`config.mk`:
```
export PLATFORM = sky130hd
export DESIGN_NAME = qpsk_carrier_ctrl
export DESIGN_NICKNAME = d
export VERILOG_FILES = /design/src/rtl/qpsk_pkg.sv /design/src/rtl/qpsk_carrier_ctrl_sym_buffer.sv /design/src/rtl/qpsk_carrier_ctrl.sv
export SDC_FILE = /design/constraint.sdc
export NUM_CORES = 1
export LEC_CHECK = 0
export CORE_MARGIN = 5
export CORE_UTILIZATION = 30
export DETAILED_ROUTE_END_ITERATION = 10
export HOLD_SLACK_MARGIN = 0.15
export PLACE_DENSITY = 0.51
export SETUP_SLACK_MARGIN = 0.3
export SLEW_MARGIN = 15
export SYNTH_ARGS = -nofsm -noshare
export SYNTH_HDL_FRONTEND = slang
export SYNTH_SLANG_ARGS = --single-unit
```
`constraint.sdc`:
```
create_clock -name clk -period 2.1 [get_ports clk]
set_input_delay 0.525 -clock clk [delete_from_list [all_inputs] [get_ports clk]]
set_output_delay 0.525 -clock clk [all_outputs]
set_load 0.01 [all_outputs]
```
`src/rtl/qpsk_pkg.sv`:
```
// qpsk_pkg: shared constants, state type and phase mapping for the
// QPSK carrier sequencer (qpsk_carrier_ctrl and its symbol buffer).
package qpsk_pkg;

    localparam int LUT_DEPTH = 16;
    localparam int ADDR_W    = 4;
    localparam int Q_SHIFT   = 12;
    localparam int SYM_W     = 2;

    // Phase offsets in 22.5 degree steps for each Gray-coded symbol
    localparam logic [3:0] PHASE_00 = 4'd2;
    localparam logic [3:0] PHASE_01 = 4'd6;
    localparam logic [3:0] PHASE_11 = 4'd10;
    localparam logic [3:0] PHASE_10 = 4'd14;

    // Sequencer state encoding
    typedef logic [0:0] state_t;
    localparam state_t IDLE = 1'b0;
    localparam state_t RUN  = 1'b1;

    // Map a symbol onto its carrier table phase offset
    function automatic logic [3:0] phase_offset(input logic [SYM_W-1:0] sym);
        logic [3:0] off;
        off = PHASE_00;
        case (sym)
            2'b00: off = PHASE_00;
            2'b01: off = PHASE_01;
            2'b11: off = PHASE_11;
            2'b10: off = PHASE_10;
            default: off = PHASE_00;
        endcase
        return off;
    endfunction

endpackage

```
`src/rtl/qpsk_carrier_ctrl_sym_buffer.sv`:
```
// sym_buffer: two-entry symbol FIFO between the handshake and the sequencer.
// Push is ignored when full and pop when empty, so callers may be sloppy.
module sym_buffer
    import qpsk_pkg::*;
(
    input  logic             clk,
    input  logic             rst,
    input  logic             push,
    input  logic [SYM_W-1:0] push_data,
    input  logic             pop,
    output logic [SYM_W-1:0] pop_data,
    output logic             full,
    output logic             empty
);

    logic [SYM_W-1:0] mem [2];
    logic             wr_ptr;
    logic             rd_ptr;
    logic [1:0]       count;
    logic             push_ok;
    logic             pop_ok;

    assign full     = (count == 2'd2);
    assign empty    = (count == 2'd0);
    assign push_ok  = push && !full;
    assign pop_ok   = pop && !empty;
    assign pop_data = mem[rd_ptr];

    // Storage, pointers and occupancy; a simultaneous push and pop keeps the count
    always_ff @(posedge clk or posedge rst) begin
        if (rst) begin
            mem[0] <= '0;
            mem[1] <= '0;
            wr_ptr <= 1'b0;
            rd_ptr <= 1'b0;
            count  <= 2'd0;
        end else begin
            if (push_ok) begin
                mem[wr_ptr] <= push_data;
                wr_ptr      <= ~wr_ptr;
            end
            if (pop_ok) begin
                rd_ptr <= ~rd_ptr;
            end
            if (push_ok && !pop_ok) begin
                count <= count + 2'd1;
            end else if (pop_ok && !push_ok) begin
                count <= count - 2'd1;
            end
        end
    end

endmodule

```
`src/rtl/qpsk_carrier_ctrl.sv`:
```
// qpsk_carrier_ctrl: turns buffered QPSK symbols into a stream of cosine
// and sine carrier table addresses, one per clock, whole carrier periods
// per symbol. Optional saturating starve counter under QPSK_UNDERFLOW_CNT_EN.
module qpsk_carrier_ctrl #(
    parameter int PERIODS_PER_SYM = 1,
    parameter int ADDR_W          = 4
) (
    input  logic              clk,
    input  logic              rst,
    input  logic              sym_valid,
    input  logic [1:0]        sym_data,
    output logic              sym_ready,
    output logic              out_valid,
    output logic [ADDR_W-1:0] cos_addr,
    output logic [ADDR_W-1:0] sin_addr,
    output logic              sym_start,
    output logic              starve,
    output logic [7:0]        underflow_cnt
);
    import qpsk_pkg::*;

    localparam logic [7:0] LAST_SAMPLE = 8'(LUT_DEPTH * PERIODS_PER_SYM - 1);

    logic              buf_full;
    logic              buf_empty;
    logic [1:0]        buf_head;
    logic              push;
    logic              pop;
    state_t            state;
    logic [7:0]        sample_cnt;
    logic [ADDR_W-1:0] offset;
    logic              last_sample;
    logic [ADDR_W-1:0] addr_next;

    assign sym_ready   = !rst && !buf_full;
    assign push        = sym_valid && sym_ready;
    assign last_sample = (sample_cnt == LAST_SAMPLE);
    assign pop         = !buf_empty && ((state == IDLE) || last_sample);
    assign addr_next   = sample_cnt[ADDR_W-1:0] + offset;

    sym_buffer u_buf (
        .clk       (clk),
        .rst       (rst),
        .push      (push),
        .push_data (sym_data),
        .pop       (pop),
        .pop_data  (buf_head),
        .full      (buf_full),
        .empty     (buf_empty)
    );

    // Sequencer: start from IDLE when a symbol waits, chain symbols at the last sample
    always_ff @(posedge clk or posedge rst) begin
        if (rst) begin
            state      <= IDLE;
            sample_cnt <= 8'd0;
            offset     <= '0;
        end else if (state == IDLE) begin
            if (!buf_empty) begin
                state      <= RUN;
                sample_cnt <= 8'd0;
                offset     <= phase_offset(buf_head);
            end
        end else begin
            if (last_sample) begin
                if (!buf_empty) begin
                    sample_cnt <= 8'd0;
                    offset     <= phase_offset(buf_head);
                end else begin
                    state <= IDLE;
                end
            end else begin
                sample_cnt <= sample_cnt + 8'd1;
            end
        end
    end

    // Output register stage; starve marks the first idle cycle after a run
    always_ff @(posedge clk or posedge rst) begin
        if (rst) begin
            out_valid <= 1'b0;
            cos_addr  <= '0;
            sin_addr  <= ADDR_W'(Q_SHIFT);
            sym_start <= 1'b0;
            starve    <= 1'b0;
        end else begin
            out_valid <= (state == RUN);
            cos_addr  <= addr_next;
            sin_addr  <= addr_next + ADDR_W'(Q_SHIFT);
            sym_start <= (state == RUN) && (sample_cnt == 8'd0);
            starve    <= out_valid && (state == IDLE);
        end
    end

`ifdef QPSK_UNDERFLOW_CNT_EN
    logic [7:0] uf_cnt;

    // Saturating count of starve pulses, cleared only by reset
    always_ff @(posedge clk or posedge rst) begin
        if (rst) begin
            uf_cnt <= 8'd0;
        end else if (starve && (uf_cnt != 8'hFF)) begin
            uf_cnt <= uf_cnt + 8'd1;
        end
    end

    assign underflow_cnt = uf_cnt;
`else
    assign underflow_cnt = 8'd0;
`endif

endmodule

```
==> impl_metrics.yaml, run 1 <==
pwr:
  seqPwrFrac_pct: 41.5
  clockPowerShare_pct: 18.2
  peakVddDrop_mv: 0.317
  p_leak_uw: 0.000786
  switching_share_pct: 33.6
  cellInternalPower_uw: 1550
  p_comb_share_pct: 40.3
  p_sw_uw: 784
  power_density_mw_per_mm2: 1350
worst_setup_path:
  worstSetupEndpointType: "flop"
  startpoint_type: "flop"
  critPathCapture: "u_buf.count[1]$_DFFE_PP0P_"
  crit_path_start: "sample_cnt[5]$_DFF_PP0_"
  r2r_setup_slack_ps: 200
  ff2ff_path_depth: 8
  r2r-start: "sample_cnt[5]$_DFF_PP0_"
  critPathRequiredTime_ps: 2300
  cp_data_arrival_time_ps: 2100
  critPathKind: "flop to flop"
  r2r-end: "u_buf.count[1]$_DFFE_PP0P_"
  crit_fanout: 2
synthesis:
  syn_inst: 123
  synth-seq-cells: 29
  syn_area_sq_mm: 0.00138
  synthTopCellsByArea: "dfrtp_1, buf_4, nand3_1, mux2_2, dfstp_2"
  avgSynthCellArea_sq_um: 11.2
  synth_warnings: 0
  yosysUniqueCellTypes: 33
  synth-seq-area-share_pct: 53.0
  yosysTopAreaCellShare_pct: 49.1
  synth_top_cell_by_area: "dfrtp_1"
die:
  rows: 24
  fp.dieW_um: 77.7
  core_sq_mm: 0.00441
  dieHeight_um: 77.7
  initial_core_util_pct: 31.2
  ios: 25
  die-area_sq_mm: 0.00604
place:
  globalplace.congestion: 0.797
  io_buffers: 16
  post-dp-hpwl_um: 1730
  place_area_sq_mm: 0.00162
layout:
  nets: 162
  area_growth_pct: 25.5
  final_area_sq_mm: 0.00173
  final_layout_size_suffix_gt1_share_pct: 20.9
  final_core_util_pct: 39.1
  antenna_cells: 0
routing:
  top_layer: "met4"
  wl_met1_um: 989
  first_iter_violations: 56
  drt_pre_antenna_iters: 4
  routed-via-count: 894
  routed-wl-met3_um: 125
  avgRoutedWirePerCell_um: 11.5
  wl_met2_um: 1190
  drc: 0
  wirelength_um: 2370
  drtAntennaViolNets: 0
  via_per_inst: 4.36
global_routing:
  grt_max_degree: 30
  grt_pass1_vias: 871
  grt_antenna_before_repair: 0
  grt_overflow: 0
  grt_pass1_wl_um: 3920
  grt_usage_pct: 8.45
status:
  status: "complete, no violations"
clocking:
  clk_pin_slew_worst_paths_ps: 60
  clockRootBuffer: "clkbuf_8"
  clkSinkCount: 29
  clk_latency_ps: 280
  htreeDepth: 2
  cts_made_buffers: 5
  cts_tree: "done"
  clockBufferDepth: 2
flow_run:
  maxCapViolCount: 0
timing:
  setup_viol: 0
  hold_viol_final: 0
  rsz0062_at_grt: "yes"
  period_share_pct: 90.3
  final.setup_skew_ps: 4.02
  final.min_clock_period_ps: 1900
  fmax_ghz: 0.527
  slew_viol_final: 0
worst_hold_path:
  min_path_type: "input port to async pin"
==> state kept, by name, indices dropped and copies added, names as in the netlist <==
register and count:
state 1, cos_addr 2, u_buf.wr_ptr 1, u_buf.mem 4
u_buf.count 2, starve 1, out_valid 1, sym_start 1
sample_cnt 8, offset 3, sin_addr 4, u_buf.rd_ptr 1
==> area by class of cell <==
class	instances	area, sq um
fill	450	2690
timing repair buffer	28	241
tap	52	65.1
sequential	29	729
multi-input combinational	76	561
clock buffer	8	80.1
inverter	12	48.8
==> power groups by stage <==
stage          sequential [uW]  clock (uW)  combinational [uW]
6_report                   971         425                 941
5_1_grt                   1010         470                1040
4_1_cts                    973         448                 966
3_5_place_dp               986           0                 977
3_3_place_gp               980           0                 962
2_1_floorplan              972           0                 672
==> cells in the mapped netlist, drive strengths merged <==
| cell type | count |
|---|---|
| and2b | 1 |
| o311ai | 1 |
| dfstp | 2 |
| or4 | 1 |
| mux2 | 6 |
| dfrtp | 27 |
| conb | 1 |
| nor3 | 1 |
| a21oi | 4 |
| nor4 | 1 |
| buf | 11 |
| xor2 | 4 |
| nand3 | 12 |
| o21a | 1 |
| and3 | 2 |
| o211ai | 1 |
| nor2 | 4 |
| or2 | 1 |
| nand4 | 1 |
| nand2 | 3 |
| mux2i | 3 |
| xnor2 | 6 |
| inv | 12 |
| nor2b | 1 |
| nand2b | 1 |
| or3 | 2 |
| clkbuf | 2 |
| a31oi | 1 |
| fa | 1 |
| o21ai | 5 |
| ha | 4 |
==> cell families (layout without fill, tap and decap cells) <==
family                   after synthesis  after routing  share of synthesized area (%)
XOR/XNOR                              10             10                           6.37
flip-flops                            29             29                           53.0
AND/OR/NAND/NOR                       31             31                           12.1
adder cells (fa/ha/maj)                5              5                           5.10
multiplexers                           9              9                           7.10
other                                  1              8                          0.273
AO/OA/AOI/OAI                         13             13                           6.28
buffers and inverters                 25             48                           9.83
==> worst min path at each step <==
stage	startpoint	end	slack (ps)	depth (start not counted)
after global placement	offset[1]$_DFFE_PP0P_	offset[1]$_DFFE_PP0P_	460	1
after floorplan	sample_cnt[0]$_DFF_PP0_	sin_addr[0]$_DFF_PP0_	420	0
after CTS	sample_cnt[0]$_DFF_PP0_	sin_addr[0]$_DFF_PP0_	480	0
final	rst	u_buf.count[1]$_DFFE_PP0P_	450	4
after global routing	rst	u_buf.wr_ptr$_DFFE_PP0P_	490	4
after detailed placement	sample_cnt[0]$_DFF_PP0_	sin_addr[0]$_DFF_PP0_	460	0
==> what timing repair did <==
| action | CTS | global route |
|---|---|---|
| resized for setup | 4 | 3 |
| endpoints found under the setup margin | 6 | 4 |
| hold buffers | 0 | 0 |
| setup buffers | 3 | 1 |
| pin swaps | 2 | 0 |
==> through the flow <==
stage               worst slack, ps  power, uW  setup TNS, ps  hold slack, ps  cells
finish                          204       2340              0             452    205
global route                    120       2520              0             488    205
CTS                             192       2390              0             476    204
detailed placement             -166       1960           -222             459    193
global placement               -173       1940           -220             459    193
floorplan                      48.6       1640              0             423    130
==> routing by layer <==
metal,track usage [%],vias up
met4,5.15,0
met5,0,-
li1,-,449
met2,13.5,21
met3,3.36,5
met1,9.35,419
==> critical path, stage by stage (launching register included) <==
cell and delay (ps):
dfrtp_1 390, or4_4 560, o21ai_4 140, and2b_1 160, inv_2 50, ha_4 150, xor2_1 130, nor2_1 110
xnor2_1 120
==> cell usage in the layout, fill, tap and decap left out, types with 4 or more instances in the layout <==
master / count
xnor2_1: 6
a21oi_1: 4
nand3_1: 12
inv_1: 10
conb_1: 8
xor2_1: 4
dfrtp_1: 26
nor2_1: 4
clkdlybuf4s50_1: 12
clkbuf_8: 5
buf_4: 12
o21ai_0: 4
Note: power is estimated with default switching activity, not from simulation.
==> run 2: changes to the inputs <==
ABC_AREA = 1   (was not set)
==> impl_metrics.yaml, run 2 <==
clocking:
  clk_latency_ps: 270
  cts_setup_buffers: 0
  clk_pin_slew_worst_paths_ps: 60
  clockBufferDepth: 2
  clockRootBuffer: "clkbuf_8"
  cts_resized: 7
  htreeDepth: 2
  cts_tree: "done"
  cts_made_buffers: 5
  ctsHoldBuffers: 0
  clkSinkCount: 29
timing:
  period_share_pct: 79.6
  final.min_clock_period_ps: 1670
  fmax_ghz: 0.598
  final.setup_skew_ps: 4.71
  setup_tns_ps: 0
  slew_viol_final: 0
  setup_viol: 0
  hold_viol_final: 0
  rsz0062_at_grt: "no"
worst_setup_path:
  crit_chain: "clkdlybuf4s50_1"
  cp_data_arrival_time_ps: 1150
  worstSetupEndpointType: "output pin"
  slowest_stage: "clkdlybuf4s50_1"
  critPathKind: "flop to output pin"
  critPathMaxStageDelay_ps: 540
  crit_family: "buffers and inverters"
  startpoint_type: "flop"
  path_buf_inv: 1
  crit_fanout: 2
  critPathRequiredTime_ps: 1570
synthesis:
  yosysUniqueCellTypes: 22
  avgSynthCellArea_sq_um: 8.34
  synthFlopType: "dfrtp_1"
  synth-seq-area-share_pct: 49.3
  synth_common_cells: "nand2_1, dfrtp_1, inv_1"
  yosys.cell_count.top_type: "nand2_1"
  synth-edff-count: 0
  synthTopCellsByArea: "dfrtp_1, nand2_1, inv_1, buf_4, nand3_1"
  yosysTopAreaCellShare_pct: 45.8
  syn_area_sq_mm: 0.00148
  synth-seq-cells: 29
  syn_inst: 177
  synth_top_cell_by_area: "dfrtp_1"
  async_flop_share_pct: 100
  synth_warnings: 0
layout:
  area_growth_pct: 24.7
  nets: 212
  final_layout_size_suffix_gt1_share_pct: 12.4
  largest_register: "sample_cnt"
  fillers: 519
  largestRegisters: "sample_cnt: 8 flops, sin_addr: 4 flops, u_buf.mem: 4 flops"
  regArea_sq_um: 731
  layout_common_cells: "nand2_1, inv_1, dfrtp_1, nand3_1, clkdlybuf4s50_1"
  final_core_util_pct: 38.7
  antenna_cells: 0
  mostFrequentLayoutCell: "nand2_1"
  largest_reg_flops: 8
  multi_input_area_sq_um: 638
  final_cells: 269
die:
  dieHeight_um: 80.2
  initial_core_util_pct: 31.1
  rows: 25
  ios: 25
  core_sq_mm: 0.00475
  fp.dieW_um: 80.2
  die-area_sq_mm: 0.00642
pwr:
  switching_share_pct: 38.8
  cellInternalPower_uw: 1590
  peakVddDrop_mv: 0.496
  p_comb_share_pct: 43.0
  seqPwrFrac_pct: 39.9
  p_leak_uw: 0.000937
  p_sw_uw: 1010
  finalPower_uw: 2600
  clockPowerShare_pct: 17.2
  power_density_mw_per_mm2: 1410
flow_run:
  maxCapViolCount: 0
place:
  dpl.cell_count: 262
  io_buffers: 16
  post-dp-hpwl_um: 1890
  globalplace.congestion: 0.760
routing:
  drtAntennaViolNets: 0
  drt_pre_antenna_iters: 4
  via_per_inst: 4.08
  drc: 0
  first_iter_violations: 24
  avgRoutedWirePerCell_um: 9.45
  routed-via-count: 1098
  wirelength_um: 2540
status:
  status: "complete, no violations"
global_routing:
  grt_usage_pct: 8.93
  grt_antenna_before_repair: 0
  grt_pass1_wl_um: 4430
  grt_pass1_vias: 1056
  grt_max_degree: 30
  grt_overflow: 0
worst_hold_path:
  min_path_type: "input port to async pin"
-- run 2: changes by cell type in the layout (fill, tap and decap cells not counted), sizes merged, moves of 3 or more --
cell,change
mux2,-6
nor2,+8
inv,+15
xnor2,-3
buf,-6
mux2i,-3
nand2,+55
nand3,+4
-- run 2: cells by family after synthesis --
| group | Yosys count | share of synthesized area (%) |
|---|---|---|
| simple gates | 89 | 25.6 |
| other cells | 1 | 0.254 |
| compound gates | 12 | 5.42 |
| xor+xnor | 5 | 2.97 |
| flops | 29 | 49.3 |
| buf+inv | 36 | 11.7 |
| fa+ha+maj | 5 | 4.75 |
-- run 2: per-stage QoR --
step                instance area [sq um]  setup WS (ps)  hold slack, ps
floorplan                            1530            359             440
global placement                     1740          -51.9             457
detailed placement                   1740          -79.3             462
CTS                                  1820            308             477
global route                         1840            329             350
finish                               1840            427             333
-- run 2: tightest hold or removal path: stages --
cell,delay (ps)
dlymetal6s2s_1,140
inv_1,100
buf_12,200
-- run 2: path summary, 6_finish.rpt --
check / start / endpoint / slack, ps / depth (start not counted)
min in group clk: offset[1]$_DFFE_PP0P_ / offset[1]$_DFFE_PP0P_ / 470 / 2
max in group asynchronous: rst / sin_addr[3]$_DFF_PP1_ / 1530 / 3
max: out_valid$_DFF_PP0_ / out_valid / 430 / 1
max reg2reg: state$_DFF_PP0_ / u_buf.count[1]$_DFFE_PP0P_ / 440 / 7
min reg2reg: offset[1]$_DFFE_PP0P_ / offset[1]$_DFFE_PP0P_ / 470 / 2
min: rst / sample_cnt[6]$_DFF_PP0_ / 330 / 3
-- run 2: power by group through the flow --
| stage | logic [uW] | clock network (uW) | registers, uW |
|---|---|---|---|
| floorplan | 773 | 0 | 1030 |
| global placement | 1120 | 0 | 1040 |
| detailed placement | 1140 | 0 | 1040 |
| CTS | 1120 | 467 | 1030 |
| global route | 1300 | 489 | 1080 |
| finish | 1120 | 446 | 1030 |
-- run 2: per-layer routing --
| metal | track usage, % | wire length (um) |
|---|---|---|
| met2 | 14.7 | 1140 |
| met3 | 3.03 | 137 |
| met1 | 10.3 | 1220 |
| met5 | 0 | 0 |
| met4 | 4.56 | 44 |
-- run 2: area by class of cell --
cell class | instances | area share (%)
timing repair buffer | 21 | 11.1
inverter | 26 | 5.30
sequential | 29 | 39.7
multi-input combinational | 119 | 34.6
clock buffer | 7 | 4.69
tap | 67 | 4.55
